## src/rtl/mem_seq_ctrl_pkg.sv

```systemverilog
// Shared types, default parameters and helpers for the memory sequencing controller.
package mem_seq_pkg;

    typedef enum logic [1:0] {ST_CLEAR, ST_CALC, ST_DISPLAY} seq_state_t;

    localparam int DEF_ADDR_W     = 11;
    localparam int DEF_CLR_DEPTH  = 393;
    localparam int DEF_DISP_DEPTH = 393;
    localparam int DEF_CNT_W      = 5;
    localparam int DEF_CNT_WRAP   = 28;
    localparam int DEF_CNT_RELOAD = 1;
    localparam int DEF_NBANKS     = 2;

    // Bank select width: at least one bit, even for a single bank.
    function automatic int bank_width(input int nbanks);
        if (nbanks <= 2) begin
            return 1;
        end
        return $clog2(nbanks);
    endfunction

endpackage

```

## src/rtl/mem_seq_ctrl_wrap_counter.sv

```systemverilog
// Shift counter with configurable wrap/reload value and a synchronous clear.
// Clear takes priority over enable; above WRAP the count simply keeps rolling.
module wrap_counter
    import mem_seq_pkg::*;
#(
    parameter int W      = DEF_CNT_W,
    parameter int WRAP   = DEF_CNT_WRAP,
    parameter int RELOAD = DEF_CNT_RELOAD
) (
    input  logic         CLK,
    input  logic         RESETn,
    input  logic         clr_i,
    input  logic         en_i,
    output logic [W-1:0] cnt_o
);

    logic [W-1:0] cnt_q;
    logic [W-1:0] cnt_d;

    // Next count: clear, reload on wrap, or plain modulo-2**W increment.
    always_comb begin
        cnt_d = cnt_q;
        if (clr_i) begin
            cnt_d = '0;
        end else if (en_i) begin
            if (cnt_q == W'(WRAP)) begin
                cnt_d = W'(RELOAD);
            end else begin
                cnt_d = cnt_q + W'(1);
            end
        end
    end

    // Count register, asynchronously cleared.
    always_ff @(posedge CLK or negedge RESETn) begin
        if (!RESETn) begin
            cnt_q <= '0;
        end else begin
            cnt_q <= cnt_d;
        end
    end

    assign cnt_o = cnt_q;

endmodule

```

## src/rtl/mem_seq_ctrl.sv

```systemverilog
// Memory sequencing controller: clear sweep over all banks, calc-phase writes
// with shift counting, display-phase read-out with bank rotation on exit.
//
// Strobe semantics: every control input is a level sampled on each rising CLK
// edge; there is no ready/ack. A strobe that loses arbitration in a cycle is
// dropped, so the requester keeps it asserted until the cycle it takes effect.
module mem_seq_ctrl
    import mem_seq_pkg::*;
#(
    parameter  int ADDR_W     = DEF_ADDR_W,
    parameter  int CLR_DEPTH  = DEF_CLR_DEPTH,
    parameter  int DISP_DEPTH = DEF_DISP_DEPTH,
    parameter  int CNT_W      = DEF_CNT_W,
    parameter  int CNT_WRAP   = DEF_CNT_WRAP,
    parameter  int CNT_RELOAD = DEF_CNT_RELOAD,
    parameter  int NBANKS     = DEF_NBANKS,
    localparam int BANK_W     = bank_width(NBANKS)
) (
    input  logic              CLK,
    input  logic              RESETn,
    input  logic              clr_req,
    input  logic              wr_n,
    input  logic              shift,
    input  logic              display,
    input  logic              addr_increment,
    input  logic              clc,
    output logic              WRITEn,
    output logic [ADDR_W-1:0] ADDR,
    output logic [BANK_W-1:0] BANK,
    output logic [CNT_W-1:0]  counter,
    output logic              busy,
    output logic              disp_wrap,
    output logic              addr_ovf,
    output seq_state_t        state_dbg_o
);

    localparam logic [ADDR_W-1:0] CLR_LAST  = ADDR_W'(CLR_DEPTH - 1);
    localparam logic [ADDR_W-1:0] DISP_LAST = ADDR_W'(DISP_DEPTH - 1);
    localparam logic [BANK_W-1:0] BANK_LAST = BANK_W'(NBANKS - 1);

    seq_state_t        state_q, state_d;
    logic [ADDR_W-1:0] addr_q, addr_d;
    logic [BANK_W-1:0] bank_q, bank_d;
    logic              ovf_q, ovf_d;
    logic              cnt_en, cnt_clr;
    logic              bank_last;

    assign bank_last = (bank_q == BANK_LAST);

    // Next-state, address/bank/overflow updates and decoded outputs.
    always_comb begin
        state_d   = state_q;
        addr_d    = addr_q;
        bank_d    = bank_q;
        ovf_d     = ovf_q;
        WRITEn    = 1'b1;
        busy      = 1'b0;
        disp_wrap = 1'b0;
        cnt_en    = 1'b0;
        cnt_clr   = 1'b0;

        case (state_q)
            ST_CLEAR: begin
                WRITEn = 1'b0;
                busy   = 1'b1;
                if (addr_q == CLR_LAST) begin
                    addr_d = '0;
                    if (bank_last) begin
                        bank_d  = '0;
                        state_d = ST_CALC;
                    end else begin
                        bank_d = bank_q + BANK_W'(1);
                    end
                end else begin
                    addr_d = addr_q + ADDR_W'(1);
                end
            end

            ST_CALC: begin
                // Write strobe drives the RAM directly; address advances after.
                WRITEn = wr_n;
                if (!wr_n) begin
                    addr_d = addr_q + ADDR_W'(1);
                    if (addr_q == '1) begin
                        ovf_d = 1'b1;
                    end
                end else if (shift) begin
                    cnt_en = 1'b1;
                end else if (display) begin
                    state_d = ST_DISPLAY;
                    addr_d  = '0;
                    cnt_clr = 1'b1;
                end
            end

            ST_DISPLAY: begin
                if (addr_increment) begin
                    if (addr_q == DISP_LAST) begin
                        addr_d    = '0;
                        disp_wrap = 1'b1;
                    end else begin
                        addr_d = addr_q + ADDR_W'(1);
                    end
                end else if (clc) begin
                    state_d = ST_CALC;
                    addr_d  = '0;
                    bank_d  = bank_last ? '0 : bank_q + BANK_W'(1);
                    ovf_d   = 1'b0;
                end
            end

            default: begin
                state_d = ST_CLEAR;
            end
        endcase

        // A clear request overrides whatever the state wanted to do,
        // but WRITEn for this cycle still reflects the current state.
        if (clr_req) begin
            state_d   = ST_CLEAR;
            addr_d    = '0;
            bank_d    = '0;
            ovf_d     = 1'b0;
            cnt_en    = 1'b0;
            cnt_clr   = 1'b1;
            disp_wrap = 1'b0;
        end
    end

    // State, address, bank and overflow registers.
    always_ff @(posedge CLK or negedge RESETn) begin
        if (!RESETn) begin
            state_q <= ST_CLEAR;
            addr_q  <= '0;
            bank_q  <= '0;
            ovf_q   <= 1'b0;
        end else begin
            state_q <= state_d;
            addr_q  <= addr_d;
            bank_q  <= bank_d;
            ovf_q   <= ovf_d;
        end
    end

    wrap_counter #(
        .W      (CNT_W),
        .WRAP   (CNT_WRAP),
        .RELOAD (CNT_RELOAD)
    ) u_shift_cnt (
        .CLK    (CLK),
        .RESETn (RESETn),
        .clr_i  (cnt_clr),
        .en_i   (cnt_en),
        .cnt_o  (counter)
    );

    assign ADDR        = addr_q;
    assign BANK        = bank_q;
    assign addr_ovf    = ovf_q;
    assign state_dbg_o = state_q;

endmodule

```

## config.mk

```make
export PLATFORM = sky130hd
export DESIGN_NAME = mem_seq_ctrl
export DESIGN_NICKNAME = d
export VERILOG_FILES = /design/src/rtl/mem_seq_ctrl_pkg.sv /design/src/rtl/mem_seq_ctrl_wrap_counter.sv /design/src/rtl/mem_seq_ctrl.sv
export SDC_FILE = /design/constraint.sdc
export NUM_CORES = 1
export LEC_CHECK = 0
export ABC_AREA = 1
export BUFFER_PORTS_ARGS = -buffer_cell sky130_fd_sc_hd__buf_4
export CORE_MARGIN = 5
export CORE_UTILIZATION = 53
export DETAILED_ROUTE_END_ITERATION = 8
export PLACE_DENSITY_LB_ADDON = 0.05
export SLEW_MARGIN = 15
export SYNTH_ARGS = -nofsm -noshare
export SYNTH_HDL_FRONTEND = slang
export SYNTH_SLANG_ARGS = --single-unit
```

## constraint.sdc

```tcl
create_clock -name CLK -period 2 [get_ports CLK]
set_input_delay 0.4 -clock CLK [delete_from_list [all_inputs] [get_ports CLK]]
set_output_delay 0.4 -clock CLK [all_outputs]
set_load 0.05 [all_outputs]
```

== After elaboration in Yosys (flattened, before gate mapping) ==
Index checks and enable logic that the tools add are counted.

* Equality and inequality tests: 17
* $add $sub $neg: 3
* Reductions and logical operators: 9
* Mux-type cells: 47

{| class="wikitable"
|+ Operators with widths
! operator !! count
|-
| $mux 11 || 7
|-
| $pmux 11 s3 || 1
|-
| $ne 3x3->1 const B || 9
|-
| $mux 1 || 24
|-
| $mux 2 || 8
|-
| $mux 5 || 3
|-
| $ne 4x4->1 const B || 3
|-
| $add 11x1->11 const B || 1
|-
| $eq 11x11->1 const B || 1
|-
| $eq 11x9->1 const B || 1
|-
| $reduce_and 4->1 || 2
|-
| $reduce_and 7->1 || 1
|-
| $pmux 1 s2 || 3
|-
| $pmux 2 s3 || 1
|-
| $reduce_bool 3->1 || 2
|-
| $add 5x1->5 const B || 1
|-
| $eq 5x5->1 const B || 1
|-
| $reduce_and 5->1 || 1
|-
| $reduce_bool 4->1 || 1
|-
| $eq 2x1->1 const B || 1
|-
| $eq 2x2->1 const B || 1
|-
| $logic_not 2->1 || 1
|-
| $reduce_bool 2->1 || 1
|-
| $add 1x1->1 const B || 1
|}

* Output and inout port bits: 23
* Register bits after elaboration: 20
* Word-level logic and storage cells: 81

== Longest topological paths before layout ==
* Depth in word-level cells: 6
* Gate-level depth with buffers: 12
* Depth with buffers taken out: 11

== Hierarchy ==
Synthesis repeated with hierarchy kept, for this count alone.

* Cells, all modules: 218
* Area total of the unflattened synthesis: 1,445.1 um2

{| class="wikitable"
|+ By module, submodules not included
! module !! instances !! cells an instance !! area an instance (um2)
|-
| mem_seq_ctrl || 1 || 173 || 1,134.8
|-
| wrap_counter || 1 || 45 || 310.3
|}

== Worst setup path before layout ==
No wires, ideal clock.

* Path kind: register to output
* Start point: register state_q[0], in the netlist state_dbg_o[0]
* End point: output WRITEn
* Cell stages (with the launch flop): 4
* Buffers on the path: 0
* Slack: -0.804 ns
* Arrival time: 2.404 ns
* Required time: 1.600 ns
* Cell sequence: dfrtp_1 > inv_1 > ha_1 > o21ai_0

* Word-level cells in the longest chain between the ends: 2
* Elaborated cells on any way between the ends: 3
* Those cells by class: 1 x eq/ne; 1 x mux; 1 x reduce/logical

{| class="wikitable"
|+ Ends and longest elaborated chain
! what !! RTL line !! source
|-
| start, declared || mem_seq_ctrl.sv:41 || <nowiki>seq_state_t state_q, state_d;</nowiki>
|-
| start signal, assigned || mem_seq_ctrl.sv:138 || <nowiki>state_q <= state_d;</nowiki>
|-
| $eq 2x1->1 or $logic_not 2->1 (tied branches) || mem_seq_ctrl.sv:62 || <nowiki>case (state_q)</nowiki>
|-
| $pmux 1 s2 * || mem_seq_ctrl.sv:62 ||
|-
| end, declared || mem_seq_ctrl.sv:27 || <nowiki>output logic WRITEn,</nowiki>
|}

Every way passes the cells marked *; elsewhere a longest branch is shown, timed or not.

== Worst setup path in the final report ==
* Start point: register addr_q[1], in the netlist ADDR[1]
* End point: output disp_wrap

* Word-level cells in the longest chain between the ends: 5

{| class="wikitable"
|+ Ends and longest elaborated chain
! what !! RTL line !! source
|-
| start, declared || mem_seq_ctrl.sv:42 || <nowiki>logic [ADDR_W-1:0] addr_q, addr_d;</nowiki>
|-
| start signal, assigned || mem_seq_ctrl.sv:139 || <nowiki>addr_q <= addr_d;</nowiki>
|-
| $eq 11x9->1 || mem_seq_ctrl.sv:98 || <nowiki>if (addr_q == DISP_LAST) begin</nowiki>
|-
| $mux 1 || mem_seq_ctrl.sv:98 ||
|-
| $mux 1 || mem_seq_ctrl.sv:97 || <nowiki>if (addr_increment) begin</nowiki>
|-
| $mux 1 || mem_seq_ctrl.sv:62 ||
|-
| $mux 1 || mem_seq_ctrl.sv:119 || <nowiki>if (clr_req) begin</nowiki>
|-
| end, declared || mem_seq_ctrl.sv:32 || <nowiki>output logic disp_wrap,</nowiki>
|}

No other way between the ends.

==> impl_metrics.env <==
export IMPL_final_antenna_net_count=0
export IMPL_clock_skew_ps=11.5
export IMPL_ir_drop_mv=1.08
export IMPL_hp_class="in2reg"
export IMPL_power_density_nw_per_um2=1150
export IMPL_grtUsageMet1_pct=25.2
export IMPL_path_clk_slew_ps=130
export IMPL_required_ps=1600
export IMPL_synth_avg_cell_area_um2=6.84
export IMPL_drt_total_wl_um=3350
export IMPL_post_route_cells_drive_above_1_share_pct=23.4
export IMPL_synth_edf_count=0
export IMPL_yosys_warnings=0
export IMPL_via_count=1411
export IMPL_p_leak_nw=0.942
export IMPL_hpwl_um=2500
export IMPL_synth_nets=216
export IMPL_io_buffers=30
export IMPL_worst_slack_ps=56.0
export IMPL_grt_pass1_vias=1327
export IMPL_numCtsBuffers=3
export IMPL_area_growth_pct=27.4
export IMPL_synth_top_area_share_pct=36.6
export IMPL_die_area_um2=3700
export IMPL_antenna_found_initial=0
export IMPL_cts_buffer_depth=2
export IMPL_fillers=205
export IMPL_worstHoldStart="clr_req"
export IMPL_synth_ff_latch_count=20
export IMPL_vias_per_cell=5.25
export IMPL_tns_ps=0
export IMPL_cts_root_buf="clkbuf_4"
export IMPL_synth_area_top_cells="dfrtp_1, nand2_1, nand3_1, inv_1, ha_1"
export IMPL_nets=256
export IMPL_tightest_slew_ps=602
export IMPL_finalCriticalPeriod_ps=1940
export IMPL_setup_viol=0
export IMPL_ios=31
export IMPL_drc=0
export IMPL_synth_cell_types=23
export IMPL_htreeDepth=1
export IMPL_critPathCaptureType="output port"
export IMPL_initial_utilization_pct=55.2
export IMPL_ys_flop_type="dfrtp_1"
export IMPL_drv_slew=0
export IMPL_cap_viol_max_count=0
export IMPL_rsz0062_at_grt="yes"
export IMPL_grt_busiest_layer="met2"
export IMPL_gr_usage_met3_pct=3.40
export IMPL_finalCritPeriodShare_pct=97.2
export IMPL_post_place_ws_ps=91.3
export IMPL_die_width_um=60.8
export IMPL_yosys_top_cells_count="nand2_1, inv_1, nand3_1, nor2_1, dfrtp_1"
export IMPL_fmax_ghz=0.514
export IMPL_async_flop_share_pct=100
export IMPL_synthCells=200
export IMPL_grt_pass1_wl_um=5530
export IMPL_diodes=0
export IMPL_initialDrtViolationCount=60
export IMPL_core_area_um2=2480
export IMPL_wl_per_cell_um=12.4
export IMPL_gp_congestion=0.846
export IMPL_grt_max_degree=21
export IMPL_r2r_start="state_dbg_o[0]"
export IMPL_critPathKind="reg2out"
export IMPL_status="finished clean"
export IMPL_std_cell_rows=18
export IMPL_slew_headroom_pct=59.7
export IMPL_synth_area_um2=1370
export IMPL_gr_usage_met2_pct=32.4
export IMPL_crit_arrival_ps=1540
export IMPL_synth_most_common_cell="nand2_1"
export IMPL_startpoint="ADDR[1]"
export IMPL_synth_largest_area_cell="dfrtp_1"
export IMPL_grt_ovfl_total=0
export IMPL_first_pass_iters=4
export IMPL_startpoint_type="register"
export IMPL_cts_tree="built"
export IMPL_clk_latency_ps=310
export IMPL_clock_sinks=20
export IMPL_hold_violations=0
export IMPL_crit_fanout=3
export IMPL_seq_area_frac_synth_pct=36.6
export IMPL_fp_dieH_um=60.8
export IMPL_grt_util_all_layers_pct=19.6
## power by group
| group | total (mW) | switching (mW) | internal, mW |
|---|---|---|---|
| Sequential | 0.522 | 0.0573 | 0.464 |
| Combinational | 1.23 | 0.823 | 0.406 |
| Clock | 0.252 | 0.141 | 0.111 |
## layout by cell type, fill, tap and decap left out, types with 2 or more instances in the layout
master,Yosys,routed
dfrtp_2,0,2
o21ai_0,10,9
ha_1,8,5
buf_4,1,35
xor2_1,4,4
clkbuf_4,0,3
inv_1,31,30
o21ai_1,2,2
nand2_1,57,57
nor2_2,1,2
dfrtp_1,20,18
ha_2,0,3
inv_2,1,2
nand4_1,4,4
nor2_1,23,21
nand3b_1,2,2
nand3_1,26,25
nor3_1,2,2
## cells by family (layout without fill, tap and decap cells)
group,count (synthesis),count (layout),share of synthesized area (%)
adders and majority gates,8,8,7.32
and+or+nand+nor,120,120,38.2
buffers and inverters,34,73,10.2
DFF,20,20,36.6
xor gates and xnor gates,4,4,2.56
AOI/OAI and AO/OA,14,14,5.22
## worst max-delay path, cell delays in order, from the launching register on
cell and delay, ps:
dfrtp_1 430, inv_2 80, ha_1 140, nand2_1 60, nor2_2 120, nand3_2 100
nor2_2 140, buf_6 160
## layer usage
layer	part of all wire [%]	vias to the layer above	routed length, um
met4	1.3	0	44
met5	0	-	0
met1	46	661	1540
met2	48	36	1610
li1	-	709	-
met3	4.8	5	160
## final cells by class
cell class,instances,area (um^2),area share [%]
multi-input cells,146,761,43.7
flip-flops and latches,20,503,28.9
repair buffers,37,284,16.3
inverters,32,120,6.90
well taps,30,37.5,2.16
clock buffers,4,36.3,2.08
## metrics by stage
step | hold slack [ps] | power [mW] | cell area, um^2 | std cells | utilization [%]
floorplan | 104 | 1.37 | 1380 | 200 | -
global placement | 295 | 1.62 | 1630 | 259 | 65.7
detailed placement | 302 | 1.65 | 1630 | 259 | 65.7
CTS | 412 | 1.91 | 1680 | 265 | 67.9
global route | 430 | 2.13 | 1740 | 269 | 70.3
finish | 410 | 2.00 | 1740 | 269 | 70.3
## state kept, by name, indices dropped and copies added (netlist names)
signal,cells
ADDR,11
BANK,1
addr_ovf,1
u_shift_cnt.cnt_o,5
state_dbg_o,2
## worst paths after layout
kind / end / slack, ps / cells past startpoint
max: disp_wrap / 60 / 7
min: state_dbg_o[0] / 410 / 4
max reg2reg: ADDR[3] / 210 / 11
min reg2reg: addr_ovf / 510 / 2
max in group asynchronous: ADDR[3] / 1280 / 2
min in group asynchronous: u_shift_cnt.cnt_o[3] / 480 / 2
## repair_timing
| action | 4_1_cts | 5_1_grt |
|---|---|---|
| endpoints found under the hold margin | 20 | 0 |
| endpoints found under the setup margin | 1 | 10 |
| buffers inserted | 1 | 4 |
| pin swaps | 0 | 3 |
| gates resized for setup | 0 | 10 |
| hold buffers | 1 | 0 |
Power figures use the tool's default switching activity.
